## src/rtl/i2c_target_regs.sv

```systemverilog
// I2C target with an 8-bit register pointer, auto-increment and fabric-side
// register write strobes / read pointer. SCL is input-only (no clock stretching).
module i2c_target_regs #(
  parameter logic [6:0]  DEV_ADDR   = 7'h70,
  parameter int unsigned FILTER_LEN = 3
) (
  input  logic       CLK,
  input  logic       RSTn,
  input  logic       scl_i,
  input  logic       sda_i,
  output logic       sda_oe,
  output logic       wr_en,
  output logic [7:0] wr_addr,
  output logic [7:0] wr_data,
  output logic [7:0] rd_addr,
  input  logic [7:0] rd_data,
  output logic       busy
);

  typedef enum logic [3:0] {
    ST_IDLE,
    ST_ADDR,
    ST_ADDR_ACK,
    ST_REG,
    ST_REG_ACK,
    ST_WDATA,
    ST_WDATA_ACK,
    ST_RDATA,
    ST_MACK,
    ST_IGNORE
  } state_t;

  localparam logic [3:0] FLT_MAX = 4'(FILTER_LEN - 1);

  logic       scl_s1, scl_s2, sda_s1, sda_s2;
  logic       scl_f, sda_f, scl_q, sda_q;
  logic [3:0] scl_cnt, sda_cnt;

  // Synchroniser and glitch filter; everything downstream sees scl_f/sda_f only.
  always_ff @(posedge CLK) begin
    if (!RSTn) begin
      scl_s1  <= 1'b1;
      scl_s2  <= 1'b1;
      sda_s1  <= 1'b1;
      sda_s2  <= 1'b1;
      scl_f   <= 1'b1;
      sda_f   <= 1'b1;
      scl_q   <= 1'b1;
      sda_q   <= 1'b1;
      scl_cnt <= '0;
      sda_cnt <= '0;
    end else begin
      scl_s1 <= scl_i;
      scl_s2 <= scl_s1;
      sda_s1 <= sda_i;
      sda_s2 <= sda_s1;
      scl_q  <= scl_f;
      sda_q  <= sda_f;

      if (scl_s2 == scl_f) begin
        scl_cnt <= '0;
      end else if (scl_cnt == FLT_MAX) begin
        scl_f   <= scl_s2;
        scl_cnt <= '0;
      end else begin
        scl_cnt <= scl_cnt + 4'd1;
      end

      if (sda_s2 == sda_f) begin
        sda_cnt <= '0;
      end else if (sda_cnt == FLT_MAX) begin
        sda_f   <= sda_s2;
        sda_cnt <= '0;
      end else begin
        sda_cnt <= sda_cnt + 4'd1;
      end
    end
  end

  logic scl_rise, scl_fall, start_det, stop_det;

  assign scl_rise  = scl_f & ~scl_q;
  assign scl_fall  = ~scl_f & scl_q;
  assign start_det = scl_f & scl_q & sda_q & ~sda_f;
  assign stop_det  = scl_f & scl_q & ~sda_q & sda_f;

  state_t     state, state_n;
  logic [7:0] shift, shift_n;
  logic [3:0] bit_cnt, bit_cnt_n;
  logic       rw, rw_n;
  logic       mack_ok, mack_ok_n;
  logic       sda_oe_n, wr_en_n, busy_n;
  logic [7:0] wr_addr_n, wr_data_n, rd_addr_n;
  logic [7:0] rx_byte;
  logic       rx_bit;

  assign rx_byte = {shift[6:0], sda_f};
  assign rx_bit  = scl_rise && (bit_cnt < 4'd8);

  always_ff @(posedge CLK) begin
    if (!RSTn) begin
      state   <= ST_IDLE;
      shift   <= '0;
      bit_cnt <= '0;
      rw      <= 1'b0;
      mack_ok <= 1'b0;
      sda_oe  <= 1'b0;
      wr_en   <= 1'b0;
      wr_addr <= '0;
      wr_data <= '0;
      rd_addr <= '0;
      busy    <= 1'b0;
    end else begin
      state   <= state_n;
      shift   <= shift_n;
      bit_cnt <= bit_cnt_n;
      rw      <= rw_n;
      mack_ok <= mack_ok_n;
      sda_oe  <= sda_oe_n;
      wr_en   <= wr_en_n;
      wr_addr <= wr_addr_n;
      wr_data <= wr_data_n;
      rd_addr <= rd_addr_n;
      busy    <= busy_n;
    end
  end

  // Received bytes finish on the 8th SCL rise (bit_cnt becomes 8); the ACK
  // phase then starts at the following SCL fall.
  always_comb begin
    state_n   = state;
    shift_n   = shift;
    bit_cnt_n = bit_cnt;
    rw_n      = rw;
    mack_ok_n = mack_ok;
    sda_oe_n  = sda_oe;
    wr_en_n   = 1'b0;
    wr_addr_n = wr_addr;
    wr_data_n = wr_data;
    rd_addr_n = rd_addr;
    busy_n    = busy;

    if (stop_det) begin
      state_n   = ST_IDLE;
      sda_oe_n  = 1'b0;
      busy_n    = 1'b0;
      bit_cnt_n = '0;
      mack_ok_n = 1'b0;
    end else if (start_det) begin
      state_n   = ST_ADDR;
      sda_oe_n  = 1'b0;
      bit_cnt_n = '0;
      mack_ok_n = 1'b0;
    end else begin
      case (state)
        ST_IDLE: ;
        ST_ADDR: begin
          if (rx_bit) begin
            shift_n   = rx_byte;
            bit_cnt_n = bit_cnt + 4'd1;
            if (bit_cnt == 4'd7) begin
              if (rx_byte[7:1] == DEV_ADDR) begin
                busy_n = 1'b1;
                rw_n   = rx_byte[0];
              end else begin
                busy_n  = 1'b0;
                state_n = ST_IGNORE;
              end
            end
          end else if (scl_fall && bit_cnt == 4'd8) begin
            sda_oe_n = 1'b1;
            state_n  = ST_ADDR_ACK;
          end
        end
        ST_ADDR_ACK: begin
          if (scl_fall) begin
            bit_cnt_n = '0;
            if (rw) begin
              shift_n  = rd_data;
              sda_oe_n = ~rd_data[7];
              state_n  = ST_RDATA;
            end else begin
              sda_oe_n = 1'b0;
              state_n  = ST_REG;
            end
          end
        end
        ST_REG: begin
          if (rx_bit) begin
            shift_n   = rx_byte;
            bit_cnt_n = bit_cnt + 4'd1;
            if (bit_cnt == 4'd7) rd_addr_n = rx_byte;
          end else if (scl_fall && bit_cnt == 4'd8) begin
            sda_oe_n = 1'b1;
            state_n  = ST_REG_ACK;
          end
        end
        ST_REG_ACK: begin
          if (scl_fall) begin
            sda_oe_n  = 1'b0;
            bit_cnt_n = '0;
            state_n   = ST_WDATA;
          end
        end
        ST_WDATA: begin
          if (rx_bit) begin
            shift_n   = rx_byte;
            bit_cnt_n = bit_cnt + 4'd1;
            if (bit_cnt == 4'd7) begin
              wr_en_n   = 1'b1;
              wr_addr_n = rd_addr;
              wr_data_n = rx_byte;
              rd_addr_n = rd_addr + 8'd1;
            end
          end else if (scl_fall && bit_cnt == 4'd8) begin
            sda_oe_n = 1'b1;
            state_n  = ST_WDATA_ACK;
          end
        end
        ST_WDATA_ACK: begin
          if (scl_fall) begin
            sda_oe_n  = 1'b0;
            bit_cnt_n = '0;
            state_n   = ST_WDATA;
          end
        end
        ST_RDATA: begin
          if (scl_rise && bit_cnt < 4'd8) begin
            bit_cnt_n = bit_cnt + 4'd1;
          end else if (scl_fall) begin
            if (bit_cnt == 4'd8) begin
              sda_oe_n  = 1'b0;
              bit_cnt_n = '0;
              mack_ok_n = 1'b0;
              state_n   = ST_MACK;
            end else if (bit_cnt != 4'd0) begin
              shift_n  = {shift[6:0], 1'b0};
              sda_oe_n = ~shift[6];
            end
          end
        end
        ST_MACK: begin
          if (scl_rise && !mack_ok) begin
            rd_addr_n = rd_addr + 8'd1;
            if (!sda_f) begin
              mack_ok_n = 1'b1;
            end else begin
              busy_n  = 1'b0;
              state_n = ST_IGNORE;
            end
          end else if (scl_fall && mack_ok) begin
            shift_n   = rd_data;
            sda_oe_n  = ~rd_data[7];
            bit_cnt_n = '0;
            mack_ok_n = 1'b0;
            state_n   = ST_RDATA;
          end
        end
        ST_IGNORE: sda_oe_n = 1'b0;
        default:   state_n  = ST_IDLE;
      endcase
    end
  end

endmodule

```

## config.mk

```make
export PLATFORM = sky130hd
export DESIGN_NAME = i2c_target_regs
export DESIGN_NICKNAME = d
export VERILOG_FILES = /design/src/rtl/i2c_target_regs.sv
export SDC_FILE = /design/constraint.sdc
export NUM_CORES = 1
export LEC_CHECK = 0
export ABC_AREA = 1
export CAP_MARGIN = 20
export CORE_ASPECT_RATIO = 1.25
export CORE_MARGIN = 5
export CORE_UTILIZATION = 60
export DETAILED_ROUTE_END_ITERATION = 12
export PLACE_DENSITY = 0.85
export SETUP_SLACK_MARGIN = 0.5
export SLEW_MARGIN = 20
export SYNTH_ARGS = -nofsm -noshare
export SYNTH_HDL_FRONTEND = slang
export SYNTH_SLANG_ARGS = --single-unit
export TNS_END_PERCENT = 1
```

## constraint.sdc

```tcl
create_clock -name CLK -period 2.6 [get_ports CLK]
set_input_delay 0.39 -clock CLK [delete_from_list [all_inputs] [get_ports CLK]]
set_output_delay 0.39 -clock CLK [all_outputs]
set_load 0.05 [all_outputs]
```

* Yosys cells after proc, flatten, opt, wreduce, memory -nomap -nowiden
Index checks and enable logic that the tools add are counted.
** Storage, ports and cells
- Register bits :: 60
- Input bits :: 12
- Output and inout port bits :: 27
- Logic and storage cells :: 217
** Cells by class
- Add/subtract/negate cells :: 4
- Order comparisons :: 1
- Eq/ne operators :: 66
- Muxes and demuxes :: 69
- Bitwise gates (word level) :: 21
- Reductions and logical operators :: 34
** Operators by type and width (count)
- 4-bit two-way mux :: 23
- 7-bit two-way mux :: 9
- 3-bit inequality test, second input constant :: 17
- 2-bit inequality test, second input constant :: 22
- 8-bit two-way mux :: 5
- 4-bit one-hot mux with 8 select lines :: 1
- 15-bit AND reduction :: 2
- 7-bit one-hot mux with 4 select lines :: 1
- 1-bit two-way mux :: 24
- 8-bit one-hot mux with 3 select lines :: 1
- 4-bit by 3-bit == test with 1-bit output, second input constant :: 5
- 4-bit inequality test, second input constant :: 5
- 6-bit AND reduction :: 3
- 4-bit by 2-bit == test with 1-bit output, second input constant :: 4
- 4-bit one-hot mux with 4 select lines :: 1
- 3-bit OR reduction :: 5
- 1-bit inverter :: 14
- 4-bit by 1-bit adder with 4-bit output, second input constant :: 3
- 4-bit == test, second input constant :: 3
- 12-bit AND reduction :: 1
- 4-bit nonzero test :: 3
- 2-bit by 1-bit inequality test with 1-bit output, second input constant :: 5
- 10-bit AND reduction :: 1
- 8-bit by 1-bit adder with 8-bit output, second input constant :: 1
- 21 further kinds :: 36

* Logic depth before layout (Yosys ltp)
Gate-level depths: netlist (run 1).
- Word-level depth :: 7
- Depth in mapped cells :: 13
- Depth with buffers taken out :: 13

* Worst setup path after synthesis (run 1)
OpenSTA, ideal clock, no wires.
- Path kind :: reg2reg
- From :: reg rd_addr[1]
- To :: reg rd_addr[6]
- Arrival :: 1.495 ns
- Slack :: 0.976 ns
- Stages on the path, launching flop included :: 8
- Clock period less this slack :: 1.624 ns
- Cells stage by stage :: dfxtp_1 ha_1 nand3_1 nor2_1 xor2_1 o21ai_0 nand2_1 a21oi_1
** Between the ends
- Word-level cells in the longest chain between the ends :: 4
- Elaborated cells on any way between the ends :: 5
** RTL lines
- start, declared :: line 15 : output logic [7:0] rd_addr,
- start signal, assigned :: line 123 : rd_addr <= rd_addr_n;
- 8-bit by 1-bit adder with 8-bit output (*) :: line 213, 244
- 8-bit two-way mux :: line 209 : if (bit_cnt == 4'd7) begin
- 8-bit two-way mux :: line 206 : if (rx_bit) begin
- 8-bit one-hot mux with 3 select lines (*) :: line 155 : case (state)
Mark *: on every way between the ends. The rest lies on a longest branch, timed or not. The select of a mux whose other input is x is not followed.
A chain may end at the register's enable or synchronous reset.

* Final worst setup path (run 1)
- From :: reg rd_addr[5]
- To :: out rd_addr[5]
No word-level cell between the ends.

==> flow_summary.ini, run 1 <==
[run_status]
outcome = finished clean

[logic_synthesis]
ys_seq_area_frac = 0.384
synth_warnings = 0
synth.distinct_cells = 32
ys_ff_latch = 60
syn_nets = 478
synth_cells = 459
syn_area_per_cell_um2 = 6.81
synth_area_mm2 = 0.00313

[clock_network]
cts_buffers = 9
clock_path_buffers = 2
cts_tree = built
clock_latency_ps = 340
cts_max_level = 3
cts_setup_buffers = 0
postCtsResizedCells = 0
clk_pin_slew_ps = 70
hold_buffers = 0
numClockSinks = 60
clock-root-buffer = clkbuf_8

[critical_path]
cp_slowest_cell = clkdlybuf4s50_1
critical_path_buf_inv_count = 1
cp-end-kind = output port
cp_top_family = buffers and inverters
cp.arrival_ps = 1630
path_cells = clkdlybuf4s50_1
critPathLaunchType = register
cp_max_fo = 5
cpPeakStageDelay_ps = 850
critPathRequiredTime_ps = 2210
critical_path_class = reg2out

[cells_and_area]
design_area_mm2 = 0.00374
fill_cells = 417
fin_util = 0.737
antennaDiodeCount = 0
drive_above_1_share = 0.105
nets = 518
area_delta_synth_final_pct = 19.8

[floorplan]
dieArea_mm2 = 0.00676
std_cell_rows = 29
initial_utilization = 0.615
die_h_um = 90.7
core_mm2 = 0.00508
io_pins = 39
die_w_um = 74.6

[power]
cellPowerDensity_mw_per_mm2 = 895
p_leak_nw = 1.60
total_power_mw = 3.35
vdd_drop_max_mv = 0.849

[drt]
dr.pass1.iters = 4
ant_nets = 0
wl_um = 8030
drc_errors = 0
drtIter0Drc = 212
vias = 3126
wl_per_cell_um = 14.2
routed_via_density = 5.52

[global_routing]
grt_pass1_wl_um = 13500
antenna_found_initial = 0
grt_usage = 0.254
grt_max_degree = 35
grt_pass1_vias = 3000
grt_overflow = 0

[sta]
finClkSkew_ps = 9.10
fmax_mhz = 495
rsz0062_at_grt = no
worstMarginPinSlew_ps = 525
relSlewSlack = 0.649
report.final.slew_viol_count = 0
worst_slack_ps = 581
min_period_ps = 2020
fin_tns_setup_ps = 0
hold_viol = 0
layout_worst_path_cycle_share = 0.776
setup_viol = 0

[hold_path]
hp-class = reg2reg

[place]
port_buffers = 38
dp_hpwl_um = 5930
place_ws_ps = 769
dpl-instance-area_mm2 = 0.00355
gp_congestion = 0.985

[run]
drv_cap = 0
-- cells by family after synthesis --
group           synth area share
xor+xnor                  0.0280
simple gates               0.354
flops                      0.384
buf+inv                   0.0705
fa+ha+maj                 0.0280
compound gates             0.135
-- cells in the final DEF, fill, tap and decap left out, types with 2 or more instances in the layout --
cell type        synthesis  final
a21oi_1                 23     23
clkinv_2                 0      2
nand3_1                 36     36
nor2_2                   9      9
nor2_1                  82     82
ha_1                     7      7
o21ai_1                  8      8
xnor2_1                  3      3
nor2_4                   3      3
inv_2                    9      9
nand4_1                  7      7
or2_2                    4      4
dfxtp_1                 60     60
clkdlybuf4s50_1          0     38
xor2_1                   7      7
nand2_1                 92     92
buf_4                    0      2
o21ai_0                 42     42
nor3_1                   3      3
o21a_1                   2      2
clkinv_4                 1      2
nand2_2                  6      6
nand2_4                  3      3
clkbuf_8                 0     10
clkbuf_1                 6      2
inv_1                   33     33
-- registers in the layout, summed over array words and instances, names as in the netlist, 4 cells and up --
register / flops
bit_cnt: 4
rd_addr: 8
scl_cnt: 4
sda_cnt: 4
shift: 7
state: 4
wr_addr: 8
wr_data: 8
-- per-layer routing --
layer / vias to the layer above / GRT usage / share of wire / routed length, um
met5: - / 0 / 0 / 0
li1: 1564 / - / - / -
met1: 1463 / 0.298 / 0.41 / 3280
met3: 13 / 0.0568 / 0.048 / 382
met2: 86 / 0.436 / 0.52 / 4210
met4: 0 / 0.0979 / 0.019 / 155
-- power by group --
part / internal [mW] / switching, mW
Sequential: 1.03 / 0.137
Clock: 0.468 / 0.361
Combinational: 0.443 / 0.911
Total: 1.94 / 1.41
-- worst paths after layout --
kind | slack, ps | end | startpoint | depth (start not counted)
min | 420 | sda_s2 | sda_s1 | 1
max reg2reg | 760 | wr_addr[5] | bit_cnt[0] | 9
max | 580 | rd_addr[5] | rd_addr[5] | 1
min reg2reg | 420 | sda_s2 | sda_s1 | 1
-- cells in the mapped netlist (all sizes together) --
| cell type | count | share of area |
|---|---|---|
| nand2 | 101 | 0.13 |
| nand3 | 36 | 0.058 |
| inv | 43 | 0.052 |
| clkbuf | 7 | 0.0088 |
| a21boi | 1 | 0.0024 |
| ha | 7 | 0.028 |
| clkinv | 1 | 0.0028 |
| o211ai | 1 | 0.0024 |
| nand4 | 8 | 0.021 |
| o211a | 1 | 0.0032 |
| nand3b | 1 | 0.0024 |
| or2 | 4 | 0.0080 |
| dfxtp | 60 | 0.38 |
| o21a | 2 | 0.0048 |
| o21ai | 50 | 0.080 |
| xor2 | 7 | 0.020 |
| a21oi | 23 | 0.037 |
| o21bai | 1 | 0.0024 |
| buf | 4 | 0.0064 |
| xnor2 | 3 | 0.0084 |
| nor2 | 94 | 0.13 |
| o2111ai | 1 | 0.0028 |
| nor3 | 3 | 0.0048 |
-- per-stage QoR --
stage | hold slack (ps) | instances
5_1_grt | 429 | 566
2_1_floorplan | 393 | 459
3_5_place_dp | 400 | 550
3_3_place_gp | 397 | 550
6_report | 415 | 566
4_1_cts | 414 | 566
-- area by class of cell --
type	instances	area (um^2)	share of cell area
tap	62	77.6	0.0207
multi-input combinational	344	1700	0.455
inverter	44	173	0.0461
sequential	60	1200	0.321
clock buffer	12	145	0.0388
timing repair buffer	40	395	0.106
clock inverter	4	48.8	0.0130
(Power assumes the default switching activity.)
==> run 2: changes to the inputs <==
--- a/config.mk
+++ b/config.mk
@@ -9,9 +9,9 @@
 export CAP_MARGIN = 20
 export CORE_ASPECT_RATIO = 1.25
 export CORE_MARGIN = 5
-export CORE_UTILIZATION = 60
+export CORE_UTILIZATION = 55
 export DETAILED_ROUTE_END_ITERATION = 12
-export PLACE_DENSITY = 0.85
+export PLACE_DENSITY = 0.79
 export SETUP_SLACK_MARGIN = 0.5
 export SLEW_MARGIN = 20
 export SYNTH_ARGS = -nofsm -noshare
==> constraint.sdc (replaced) <==
create_clock -name CLK -period 2 [get_ports CLK]
set_input_delay 0.3 -clock CLK [delete_from_list [all_inputs] [get_ports CLK]]
set_output_delay 0.3 -clock CLK [all_outputs]
set_load 0.05 [all_outputs]
==> run 2 against run 1 <==
  * Via count is 0.26% higher
  * Critical endpoint is now wr_data[6]
  * Sequential share of layout area is 0.41 points lower
  * Highest routed layer unchanged
  * First-iteration DRC count is 9.9% lower
==> flow_summary.ini, run 2 (same netlist as run 1, synthesis figures left out) <==
[cells_and_area]
fin_util = 0.699
nets = 527
mostFrequentLayoutCell = nand2_1
area_delta_synth_final_pct = 22.5
fill_cells = 496
layout_common_cells = nand2_1 (90), nor2_1 (75), dfxtp_1 (51), o21ai_0 (37), nand3_1 (36)
antennaDiodeCount = 0
top_regs = rd_addr x8, wr_addr x8, wr_data x8
drive_above_1_share = 0.162

[clock_network]
clk_pin_slew_ps = 60
clock_latency_ps = 340
cts_max_level = 3
cts_buffers = 9
clock_path_buffers = 2
hold_buffers = 0
numClockSinks = 60
cts_tree = built
clock-root-buffer = clkbuf_8

[critical_path]
cp_top_family = buffers and inverters
cp_slowest_cell = clkdlybuf4s50_1
cp.depth = 1
cp_max_fo = 2
cp-end-kind = output port
critPathLaunchType = register
startpoint = wr_data[6]
r2r_cells = 10
critical_path_buf_inv_count = 1
cp.arrival_ps = 1460
path_cells = clkdlybuf4s50_1
cpPeakStageDelay_ps = 800
critPathRequiredTime_ps = 1700
critical_path_class = reg2out
r2r-start = bit_cnt[1]
reg2reg_slack_ps = 310

[place]
gp_congestion = 0.972
port_buffers = 38
dp_hpwl_um = 5990
place_ws_ps = 223

[global_routing]
grt_max_degree = 35
grt_pass1_wl_um = 13600
antenna_found_initial = 0
grt_usage = 0.233
grt_overflow = 0
grt_pass1_vias = 2972

[drt]
routed_via_density = 5.43
dr.pass1.iters = 6
drtIter0Drc = 191
vias = 3134
wl_per_cell_um = 14.1
drc_errors = 0
wl_um = 8110
ant_nets = 0

[run_status]
outcome = finished clean

[floorplan]
core_mm2 = 0.00548
std_cell_rows = 30
dieArea_mm2 = 0.00730
die_w_um = 77.4
initial_utilization = 0.570
die_h_um = 94.3
io_pins = 39

[sta]
report.final.slew_viol_count = 0
finClkSkew_ps = 6.18
hold_viol = 0
min_period_ps = 1760
worst_slack_ps = 240
rsz0062_at_grt = yes
setup_viol = 0
worstMarginPinSlew_ps = 510
layout_worst_path_cycle_share = 0.880
fin_tns_setup_ps = 0
relSlewSlack = 0.659
fmax_mhz = 568

[hold_path]
hold_path.startpoint = sda_s1
min_path_cells = 1
hp-class = reg2reg

[power]
p_leak_nw = 1.78
vdd_drop_max_mv = 1.03
cellPowerDensity_mw_per_mm2 = 1120

[run]
drv_cap = 0
run 2: cell types whose count changed in the layout (fill, tap and decap cells not counted), moves of 7 or more:
| cell | delta |
|---|---|
| clkdlybuf4s50_1 | -24 |
| dlygate4sd2_1 | +23 |
| dfxtp_1 | -9 |
| dfxtp_2 | +9 |
| buf_4 | +8 |
| nor2_1 | -7 |
run 2: stage by stage:
stage	hold slack, ps	total power, mW	std cells	area, um^2
floorplan	393	2.84	459	3130
global placement	394	3.27	558	3610
detailed placement	407	3.31	558	3610
global route	427	4.59	577	3830
finish	426	4.29	577	3830
CTS	424	4.23	574	3760
run 2: area by class of cell:
cell class | count | area (um^2) | area share
multi-input combinational | 344 | 1750 | 0.456
sequential | 60 | 1210 | 0.317
timing repair buffer | 49 | 449 | 0.117
inverter | 44 | 173 | 0.0451
clock buffer | 11 | 141 | 0.0369
tap | 64 | 80.1 | 0.0209
clock inverter | 5 | 27.5 | 0.00719
run 2: repair_timing:
| item | 4_1_cts | 5_1_grt |
|---|---|---|
| pin swaps | 0 | 1 |
| gates resized for setup | 25 | 24 |
| buffers inserted | 0 | 3 |
| endpoints found under the setup margin | 70 | 70 |
run 2: power by group:
part | internal [mW] | switching, mW
sequential | 1.35 | 0.172
clock | 0.474 | 0.482
combinational | 0.595 | 1.22
total | 2.42 | 1.87
run 2: final timing paths:
| check | endpoint |
|---|---|
| hold reg to reg | sda_s2 |
| setup / recovery | wr_data[6] |
| hold / removal | sda_s2 |
| setup reg to reg | rd_addr[2] |
run 2: metal layers:
| metal | vias to the layer above | track usage | wire [um] |
|---|---|---|---|
| li1 | 1586 | - | - |
| met1 | 1434 | 0.269 | 3370 |
| met2 | 97 | 0.406 | 4090 |
| met3 | 17 | 0.0585 | 434 |
| met4 | 0 | 0.0989 | 218 |
| met5 | - | 0 | 0 |
==> run 3: changes to the inputs <==
--- a/config.mk
+++ b/config.mk
@@ -11,7 +11,7 @@
 export CORE_MARGIN = 5
 export CORE_UTILIZATION = 55
 export DETAILED_ROUTE_END_ITERATION = 12
-export PLACE_DENSITY = 0.79
+export PLACE_DENSITY = 0.9
 export SETUP_SLACK_MARGIN = 0.5
 export SLEW_MARGIN = 20
 export SYNTH_ARGS = -nofsm -noshare
==> run 3 against run 2 <==
  * Die area is the same
  * Clock skew grew 2.5 ps
  * Utilization grew 4.9 points
  * Largest cell class unchanged
  * Final cell count grew 0.52%
  * Total power grew 4.5%
==> flow_summary.ini, run 3 (same netlist as run 1, synthesis figures left out) <==
[run_status]
outcome = finished clean

[drt]
wl_per_cell_um = 15.3
vias = 3242
ant_nets = 0
drc_errors = 0
routed_via_density = 5.59
wl_um = 8860
drtIter0Drc = 237
dr.pass1.iters = 6

[clock_network]
cts_buffers = 9
numClockSinks = 60
clk_pin_slew_ps = 70
cts_max_level = 3
cts_tree = built
clock-root-buffer = clkbuf_8
clock_path_buffers = 2
clock_latency_ps = 340

[cells_and_area]
drive_above_1_share = 0.250
fill_cells = 414
mostFrequentLayoutCell = nand2_1
layout_common_cells = nand2_1 (78), nor2_1 (66), dfxtp_1 (47), o21ai_0 (36), nand3_1 (29)
design_area_mm2 = 0.00410
nets = 532
area_delta_synth_final_pct = 31.0
antennaDiodeCount = 0
top_regs = rd_addr x8, wr_addr x8, wr_data x8

[critical_path]
critical_path_class = reg2reg
cp_max_fo = 8
cp_top_family = simple AND/OR/NAND/NOR gates
cp_slowest_cell = dfxtp_4
cp-end-kind = register
critPathRequiredTime_ps = 2230
critPathLaunchType = register
reg2reg_slack_ps = 410
path_cells = inv_6 -> nand2_2 -> nor2_4 -> nand3_2 -> nand2_1 -> inv_1 -> nand2_2 -> nor2_2 -> nand2_4 -> inv_6 -> nor2_2 -> nor2_1
critical_path_buf_inv_count = 3
r2r-start = state[3]
r2r_cells = 12
cpPeakStageDelay_ps = 390
startpoint = state[3]
cp.arrival_ps = 1820
r2r_end = shift[3]

[floorplan]
core_mm2 = 0.00548
dieArea_mm2 = 0.00730
io_pins = 39
die_w_um = 77.4
std_cell_rows = 30
initial_utilization = 0.570
die_h_um = 94.3

[hold_path]
hp-class = reg2reg
min_to = scl_s2
hold_path.startpoint = scl_s1
min_path_cells = 1

[sta]
relSlewSlack = 0.663
rsz0062_at_grt = yes
fmax_mhz = 629
layout_worst_path_cycle_share = 0.795
worstMarginPinSlew_ps = 508
finClkSkew_ps = 8.71
min_period_ps = 1590
setup_viol = 0
report.final.slew_viol_count = 0
hold_viol = 0
fin_tns_setup_ps = 0

[power]
cellPowerDensity_mw_per_mm2 = 1090
p_leak_nw = 1.85
vdd_drop_max_mv = 0.842

[place]
dp_hpwl_um = 6150
port_buffers = 38
dpl-instance-area_mm2 = 0.00358
gp_congestion = 0.955

[global_routing]
grt_pass1_vias = 3240
antenna_found_initial = 0
grt_max_degree = 35
grt_pass1_wl_um = 14600
grt_overflow = 0
grt_usage = 0.248

[run]
drv_cap = 0
run 3: changes by cell type in the layout (fill, tap and decap cells not counted), moves of 6 or more:
cell     delta
nor2_1      -9
nand3_1     -7
nor2_4      +7
nand2_2     +7
nand2_1    -12
dfxtp_4     +8
nand3_2     +6
run 3: what timing repair did:
item,CTS,global route
endpoints found under the setup margin,70,71
hold buffers,0,0
buffers inserted,4,8
pin swaps,2,17
resized for setup,54,74
run 3: final cells by class:
cell class | count | area, um^2 | area share
multi-input combinational | 344 | 1930 | 0.471
sequential | 60 | 1240 | 0.302
timing repair buffer | 54 | 504 | 0.123
inverter | 44 | 190 | 0.0464
clock buffer | 9 | 124 | 0.0302
tap | 64 | 80.1 | 0.0196
clock inverter | 5 | 31.3 | 0.00764
run 3: report_power, final:
| group | internal [mW] | switching, mW | total (mW) |
|---|---|---|---|
| combinational | 0.696 | 1.30 | 2.00 |
| clock | 0.430 | 0.480 | 0.909 |
| sequential | 1.36 | 0.214 | 1.57 |
run 3: worst max-delay path by stage:
stage | depth (start not counted) | to
2_1_floorplan | 7 | rd_addr[5]
3_3_place_gp | 9 | state[2]
3_5_place_dp | 9 | state[2]
4_1_cts | 1 | rd_addr[4]
5_1_grt | 11 | state[3]
6_report | 12 | shift[3]
run 3: metal layers:
metal | routed length (um) | global-route usage
met1 | 3510 | 0.279
met4 | 201 | 0.117
met2 | 4690 | 0.442
met3 | 460 | 0.0537
met5 | 0 | 0
run 3: metrics by stage:
stage | utilization | hold WS [ps] | setup slack (ps) | power, mW | std cells
after floorplan | - | 393 | 398 | 2.84 | 459
after global placement | 0.654 | 396 | 197 | 3.23 | 554
after detailed placement | 0.654 | 408 | 97.1 | 3.26 | 554
after CTS | 0.695 | 423 | 376 | 4.20 | 572
after global routing | 0.747 | 443 | 318 | 4.78 | 580
final | 0.747 | 421 | 411 | 4.48 | 580
